[src/rtl/eu_pkg.sv]
// Shared types and DSP control constants for the execution-unit operand decoder.
package eu_pkg;

  typedef enum logic [3:0] {
    OP_ADD  = 4'd0,
    OP_SUB  = 4'd1,
    OP_MUL  = 4'd2,
    OP_MAC  = 4'd3,
    OP_AND  = 4'd4,
    OP_OR   = 4'd5,
    OP_XOR  = 4'd6,
    OP_PASS = 4'd7,
    OP_MACN = 4'd8
  } opcode_e;

  typedef enum logic {
    ST_IDLE  = 1'b0,
    ST_ACCUM = 1'b1
  } state_e;

  localparam logic [6:0] OPMODE_ALU  = 7'b0110011;
  localparam logic [6:0] OPMODE_OR   = 7'b0111011;
  localparam logic [6:0] OPMODE_MUL  = 7'b0000101;
  localparam logic [6:0] OPMODE_MAC  = 7'b0100101;
  localparam logic [6:0] OPMODE_PASS = 7'b0000011;

  localparam logic [3:0] ALUMODE_ADD   = 4'b0000;
  localparam logic [3:0] ALUMODE_SUB   = 4'b0011;
  localparam logic [3:0] ALUMODE_LOGIC = 4'b1100;
  localparam logic [3:0] ALUMODE_XOR   = 4'b0100;

  // Control word produced by the opcode lookup; mul_fmt selects the
  // multiplier operand layout (A/B to the multiplier, C cleared).
  typedef struct packed {
    logic [6:0] opmode;
    logic [3:0] alumode;
    logic       mul_fmt;
  } ctrl_t;

endpackage

[src/rtl/eu_op_lut.sv]
// Combinational opcode -> DSP control lookup. MACN maps to the MUL encoding
// (its first beat); illegal opcodes fall back to PASS.
module eu_op_lut
  import eu_pkg::*;
(
  input  logic [3:0] opcode,
  output ctrl_t      ctrl
);

  // Opcode decode table
  always_comb begin
    ctrl = '{opmode: OPMODE_PASS, alumode: ALUMODE_ADD, mul_fmt: 1'b0};
    case (opcode)
      OP_ADD:  ctrl = '{opmode: OPMODE_ALU,  alumode: ALUMODE_ADD,   mul_fmt: 1'b0};
      OP_SUB:  ctrl = '{opmode: OPMODE_ALU,  alumode: ALUMODE_SUB,   mul_fmt: 1'b0};
      OP_MUL:  ctrl = '{opmode: OPMODE_MUL,  alumode: ALUMODE_ADD,   mul_fmt: 1'b1};
      OP_MAC:  ctrl = '{opmode: OPMODE_MAC,  alumode: ALUMODE_ADD,   mul_fmt: 1'b1};
      OP_AND:  ctrl = '{opmode: OPMODE_ALU,  alumode: ALUMODE_LOGIC, mul_fmt: 1'b0};
      OP_OR:   ctrl = '{opmode: OPMODE_OR,   alumode: ALUMODE_LOGIC, mul_fmt: 1'b0};
      OP_XOR:  ctrl = '{opmode: OPMODE_ALU,  alumode: ALUMODE_XOR,   mul_fmt: 1'b0};
      OP_PASS: ctrl = '{opmode: OPMODE_PASS, alumode: ALUMODE_ADD,   mul_fmt: 1'b0};
      OP_MACN: ctrl = '{opmode: OPMODE_MUL,  alumode: ALUMODE_ADD,   mul_fmt: 1'b1};
      default: ctrl = '{opmode: OPMODE_PASS, alumode: ALUMODE_ADD,   mul_fmt: 1'b0};
    endcase
  end

endmodule

[src/rtl/eu_operand_decode.sv]
// Operand decoder feeding a DSP48-style execution unit. Registers one beat at
// a time behind a valid/ready skid-free output stage and sequences MACN bursts
// (one MUL beat followed by MAC beats).
// Optional macro IPPRO_OPCODE_ERR_EN: traps illegal opcodes into sticky out_err
// and drops the offending beat instead of decoding it as PASS.
module eu_operand_decode
  import eu_pkg::*;
#(
  parameter int DATA_W = 16,
  parameter int CNT_W  = 4
) (
  input  logic                     CLK,
  input  logic                     RST_N,
  input  logic                     in_valid,
  output logic                     in_ready,
  input  logic [3:0]               in_opcode,
  input  logic signed [DATA_W-1:0] in_op_a,
  input  logic signed [DATA_W-1:0] in_op_b,
  input  logic [CNT_W-1:0]         in_count,
  output logic                     out_valid,
  input  logic                     out_ready,
  output logic [29:0]              out_a,
  output logic [17:0]              out_b,
  output logic [47:0]              out_c,
  output logic [6:0]               out_opmode,
  output logic [3:0]               out_alumode,
  output logic [4:0]               out_inmode,
  output logic [2:0]               out_carryinsel,
  output logic                     out_carryin,
  output logic                     out_last
`ifdef IPPRO_OPCODE_ERR_EN
  ,
  output logic                     out_err
`endif
);

  function automatic logic [29:0] sext30(input logic [DATA_W-1:0] v);
    return {{(30-DATA_W){v[DATA_W-1]}}, v};
  endfunction

  function automatic logic [17:0] sext18(input logic [DATA_W-1:0] v);
    return {{(18-DATA_W){v[DATA_W-1]}}, v};
  endfunction

  function automatic logic [47:0] sext48(input logic [DATA_W-1:0] v);
    return {{(48-DATA_W){v[DATA_W-1]}}, v};
  endfunction

  ctrl_t            ctrl;
  state_e           state_q, state_d;
  logic [CNT_W-1:0] rem_q, rem_d;
  logic [CNT_W-1:0] first_rem;
  logic             valid_q, valid_d;
  logic             last_q, last_d;
  logic [29:0]      a_q, a_d;
  logic [17:0]      b_q, b_d;
  logic [47:0]      c_q, c_d;
  logic [6:0]       opmode_q, opmode_d;
  logic [3:0]       alumode_q, alumode_d;
  logic             accept;
`ifdef IPPRO_OPCODE_ERR_EN
  logic             err_q, err_d;
  logic             illegal;

  assign illegal = (in_opcode > 4'd8);
`endif

  eu_op_lut u_lut (
    .opcode (in_opcode),
    .ctrl   (ctrl)
  );

  assign in_ready  = !valid_q || out_ready;
  assign accept    = in_valid && in_ready;
  // A zero count is a one-beat burst, so nothing remains after the MUL beat.
  assign first_rem = (in_count == '0) ? '0 : in_count - CNT_W'(1);

  // Next-state: burst sequencing, handshake and operand formatting
  always_comb begin
    state_d   = state_q;
    rem_d     = rem_q;
    valid_d   = valid_q;
    last_d    = last_q;
    a_d       = a_q;
    b_d       = b_q;
    c_d       = c_q;
    opmode_d  = opmode_q;
    alumode_d = alumode_q;
`ifdef IPPRO_OPCODE_ERR_EN
    err_d     = err_q;
`endif
    if (out_ready) valid_d = 1'b0;
    if (accept) begin
      if (state_q == ST_ACCUM) begin
        // Burst continuation: opcode is ignored, always MAC
        valid_d   = 1'b1;
        a_d       = sext30(in_op_a);
        b_d       = sext18(in_op_b);
        c_d       = '0;
        opmode_d  = OPMODE_MAC;
        alumode_d = ALUMODE_ADD;
        rem_d     = rem_q - CNT_W'(1);
        last_d    = (rem_q == CNT_W'(1));
        if (rem_q == CNT_W'(1)) state_d = ST_IDLE;
      end
`ifdef IPPRO_OPCODE_ERR_EN
      else if (illegal) begin
        err_d   = 1'b1;
        valid_d = 1'b0;
      end
`endif
      else begin
        valid_d   = 1'b1;
        opmode_d  = ctrl.opmode;
        alumode_d = ctrl.alumode;
        last_d    = 1'b1;
        if (ctrl.mul_fmt) begin
          a_d = sext30(in_op_a);
          b_d = sext18(in_op_b);
          c_d = '0;
        end else begin
          {a_d, b_d} = sext48(in_op_b);
          c_d        = sext48(in_op_a);
        end
        if (in_opcode == OP_MACN && first_rem != '0) begin
          rem_d   = first_rem;
          state_d = ST_ACCUM;
          last_d  = 1'b0;
        end
      end
    end
  end

  // State and output registers, cleared asynchronously
  always_ff @(posedge CLK or negedge RST_N) begin
    if (!RST_N) begin
      state_q   <= ST_IDLE;
      rem_q     <= '0;
      valid_q   <= 1'b0;
      last_q    <= 1'b0;
      a_q       <= '0;
      b_q       <= '0;
      c_q       <= '0;
      opmode_q  <= '0;
      alumode_q <= '0;
    end else begin
      state_q   <= state_d;
      rem_q     <= rem_d;
      valid_q   <= valid_d;
      last_q    <= last_d;
      a_q       <= a_d;
      b_q       <= b_d;
      c_q       <= c_d;
      opmode_q  <= opmode_d;
      alumode_q <= alumode_d;
    end
  end

`ifdef IPPRO_OPCODE_ERR_EN
  // Sticky illegal-opcode flag
  always_ff @(posedge CLK or negedge RST_N) begin
    if (!RST_N) err_q <= 1'b0;
    else        err_q <= err_d;
  end

  assign out_err = err_q;
`endif

  assign out_valid      = valid_q;
  assign out_last       = last_q;
  assign out_a          = a_q;
  assign out_b          = b_q;
  assign out_c          = c_q;
  assign out_opmode     = opmode_q;
  assign out_alumode    = alumode_q;
  assign out_inmode     = '0;
  assign out_carryinsel = '0;
  assign out_carryin    = 1'b0;

endmodule

[config.mk]
export PLATFORM = sky130hd
export DESIGN_NAME = eu_operand_decode
export DESIGN_NICKNAME = d
export VERILOG_FILES = /design/src/rtl/eu_pkg.sv /design/src/rtl/eu_op_lut.sv /design/src/rtl/eu_operand_decode.sv
export SDC_FILE = /design/constraint.sdc
export NUM_CORES = 1
export LEC_CHECK = 0
export BUFFER_PORTS_ARGS = -buffer_cell sky130_fd_sc_hd__buf_2
export CORE_UTILIZATION = 50
export DETAILED_ROUTE_END_ITERATION = 8
export GPL_ROUTABILITY_DRIVEN = 0
export PLACE_DENSITY = 0.85
export SETUP_SLACK_MARGIN = 0.05
export SYNTH_ARGS = -nofsm -noshare
export SYNTH_HDL_FRONTEND = slang
export SYNTH_HIERARCHICAL = 1
export SYNTH_SLANG_ARGS = --single-unit
[constraint.sdc]
create_clock -name CLK -period 3 [get_ports CLK]
set_input_delay 0.15 -clock CLK [delete_from_list [all_inputs] [get_ports CLK]]
set_output_delay 0.15 -clock CLK [all_outputs]
set_load 0.03 [all_outputs]
==> key figures <==
Hold path
  – HP Class: in2async

Detailed routing
  – Final wirelength: just over 7000 um
  – ANT nets after route: 0
  – Max Used Layer: met4
  – Met1 WL: 2840 um
  – DRT Pass-1 Iters: 8
  – Met2 WL post-DR: about 3700 um
  – Routed len/inst: 13.3 um
  – Met3 routed WL: 413 um
  – DR iter-0 viols: 144
  – DR vias: 2,713
  – DR DRC count: 15
  – Drt via density: 5.07

Cells and area
  – Layout fillers: 548
  – Layout Cells excl Fill: between 500 and 600
  – Number of inserted diodes: 0
  – Nets: 500
  – Area of the multi-input gates: around 1200 sq um
  – Register area: 1650 sq um
  – Syn-to-layout area delta: 16.6%
  – Proportion of layout cells with a drive suffix above 1: 0.430

Global route
  – Initial antenna violation count: 0
  – GRT Overall Usage: 0.204
  – Number of global-route vias before repair: 2,475
  – Total gr overflow: 0
  – First-pass GRT wire length: approximately 11,000 um
  – Largest net degree at the start of global routing: 47

Synthesis
  – Ys flop type: dfrtp_1
  – Post-synthesis sequential element count: 66
  – Post-synth EDFFs: 0
  – Syn Inst Count: 359
  – Cell Area, Synth: 3440 sq um
  – Yosys warns: 6
  – Asr flop ratio synth: 1.00
  – Post-synthesis sequential area ratio: 0.480
  – Netlist cell types: 48
  – Syn_area_per_cell: 9.58 sq um

Critical path
  – Worst r2r path cells: 4
  – Capturing point of the worst reg2reg path: out_a[0]
  – Worst path buffer plus inverter count: 0
  – Reg2reg start: state_q
  – CP max-delay cell: dfrtp_1
  – Critical-path cell list: nor2_4, and2_1, a21oi_1, o21ai_0
  – CP required: 3240 ps
  – Critical Setup Path Class: reg2reg
  – CP endpoint kind: register
  – Setup crit start: state_q
  – CP Max Fanout: 27
  – Worst path arrival time: 2260 ps
  – Startpoint Class: register
  – R2r setup slk: 990 ps
  – CP delay by family, top: simple AND/OR/NAND/NOR gates
  – Max stage delay on crit path: approximately 650 ps

Clock network
  – Postcts setup bufs: 0
  – Clk slew on worst S/H paths: 80 ps
  – Root Buffer: clkbuf_8
  – Clk_lat worst skew: 340 ps
  – Clk sinks: 66
  – # H-tree levels: 3
  – CTS buffer count: 9
  – Max clock buf depth: 2
  – TritonCTS clock tree: yes
  – Hold_buf cts: 0
  – Cts repair resizes: 0

Placed design
  – IO Port Bufs: ~150
  – Dpl hpwl: 5280 um
  – Placed insts: 519

STA
  – Worst hold slack: -15.2 ps
  – Worst-Margin Slew: 1020 ps
  – Fmax: 497 MHz
  – Final setup violation count: 0
  – RSZ-0062 raised after global routing: false
  – Slew margin rel.: 0.318
  – Period utilization: 0.671
  – Layout Skew: 10.7 ps
  – Fin crit period: between 2000 and 2500 ps
  – Fin. max-slew vios: 0
  – Final Hold Fails: 21
  – TNS Setup: 0 ps

Power
  – Maximum VDD drop: 0.452 mV
  – Pwr per Cell Area: 811 nW/um^2
  – Leak: 2.11 nW

Floorplanning
  – Height of the die: 84.9 um
  – Die Area: just over 7000 sq um
  – Num rows: 29
  – Io pins: 163
  – Initial core utilization: 0.529
  – Die W: 84.9 um
  – Core box area: around 6500 sq um

Job
  – MaxCap Viol Count: 0

Status
  – Failing checks: DRC, hold timing
  – Outcome: finished, violations left
-- through the flow --
stage | hold slack [ps] | setup WS, ps | area [sq um] | util | total power, mW
finish | -15.2 | 987 | 4010 | 0.617 | 3.25
global route | 18.2 | 803 | 4010 | 0.617 | 3.43
CTS | 2.94 | 971 | 4010 | 0.617 | 3.28
floorplan | -146 | 1380 | 3470 | - | 2.31
global placement | 370 | 1080 | 3800 | 0.586 | 2.49
detailed placement | 377 | 971 | 3800 | 0.586 | 2.52
-- cells in the mapped netlist, types with 2 or more instances --
master / number / area [sq um]
nor4b_1: 2 / 17.5
dfrtp_1: 66 / 1650
ha_1: 3 / 37.5
conb_1: 3 / 11.3
inv_1: 5 / 18.8
nand2_1: 66 / 248
nor3_1: 3 / 15.0
and2_1: 2 / 12.5
o21ai_1: 3 / 15.0
nor2_1: 5 / 18.8
a21oi_1: 17 / 85.1
buf_2: 10 / 50.1
o21ai_0: 43 / 215
mux2i_1: 2 / 20.0
mux2_2: 16 / 180
clkbuf_1: 7 / 26.3
nand2b_1: 14 / 87.6
buf_4: 62 / 465
-- per-layer routing --
metal,global-route usage,vias to the layer above
met5,0,-
met4,0.0832,0
met3,0.0506,10
met2,0.375,110
met1,0.225,1282
li1,-,1311
-- kinds of logic (layout without fill, tap and decap cells) --
logic type	count (synthesis)	after routing	synth area share
muxes	19	19	0.0615
buffers and inverters	86	177	0.166
DFF	66	66	0.480
and+or+nand+nor	106	106	0.155
xor gates and xnor gates	1	1	0.00255
other	3	11	0.00327
adders and majority gates	3	3	0.0109
AOI/OAI and AO/OA	75	75	0.121
-- layout by cell type (no fill, tap or decap), types with 2 or more instances in the layout --
cell type  instances
mux2i_1            2
buf_4              3
mux2_2            16
o21ai_0           43
nand2_1           65
o21ai_1            3
nor2_1             5
nand2b_1          14
and2_1             2
clkinv_2           2
dfrtp_1           66
nor3_1             3
ha_1               3
inv_1              5
a21oi_1           17
buf_2            153
conb_1            11
nor4b_1            2
clkbuf_8          10
-- registers in the layout (all words and copies together), names as in the netlist --
register,count
out_last,1
out_c,16
out_opmode,7
out_a,16
out_valid,1
state_q,1
out_b,16
rem_q,4
out_alumode,4
-- worst max path at each step --
stage                 to  slack (ps)  depth (start not counted)
3_3_place_gp   out_a[14]        1080                          7
2_1_floorplan  out_a[10]        1380                          8
5_1_grt         out_a[0]         800                          4
3_5_place_dp    out_a[8]         970                          7
6_report        out_a[0]         990                          4
4_1_cts         out_a[0]         970                          4
-- layout make-up --
type	count	share of cell area
multi-input cells	215	0.312
flip-flops and latches	66	0.412
clock buffers	10	0.0343
inverters	5	0.00468
well taps	77	0.0240
repair buffers	156	0.197
clock inverters	6	0.0162
-- where the power goes --
group / internal (mW) / total (mW) / leakage [nW] / switching (mW)
Clock: 0.408 / 0.755 / 0.103 / 0.347
Sequential: 1.06 / 1.21 / 0.812 / 0.147
Combinational: 0.377 / 1.29 / 1.19 / 0.910
Total: 1.85 / 3.25 / 2.11 / 1.40
Note: power is estimated with default switching activity, not from simulation.
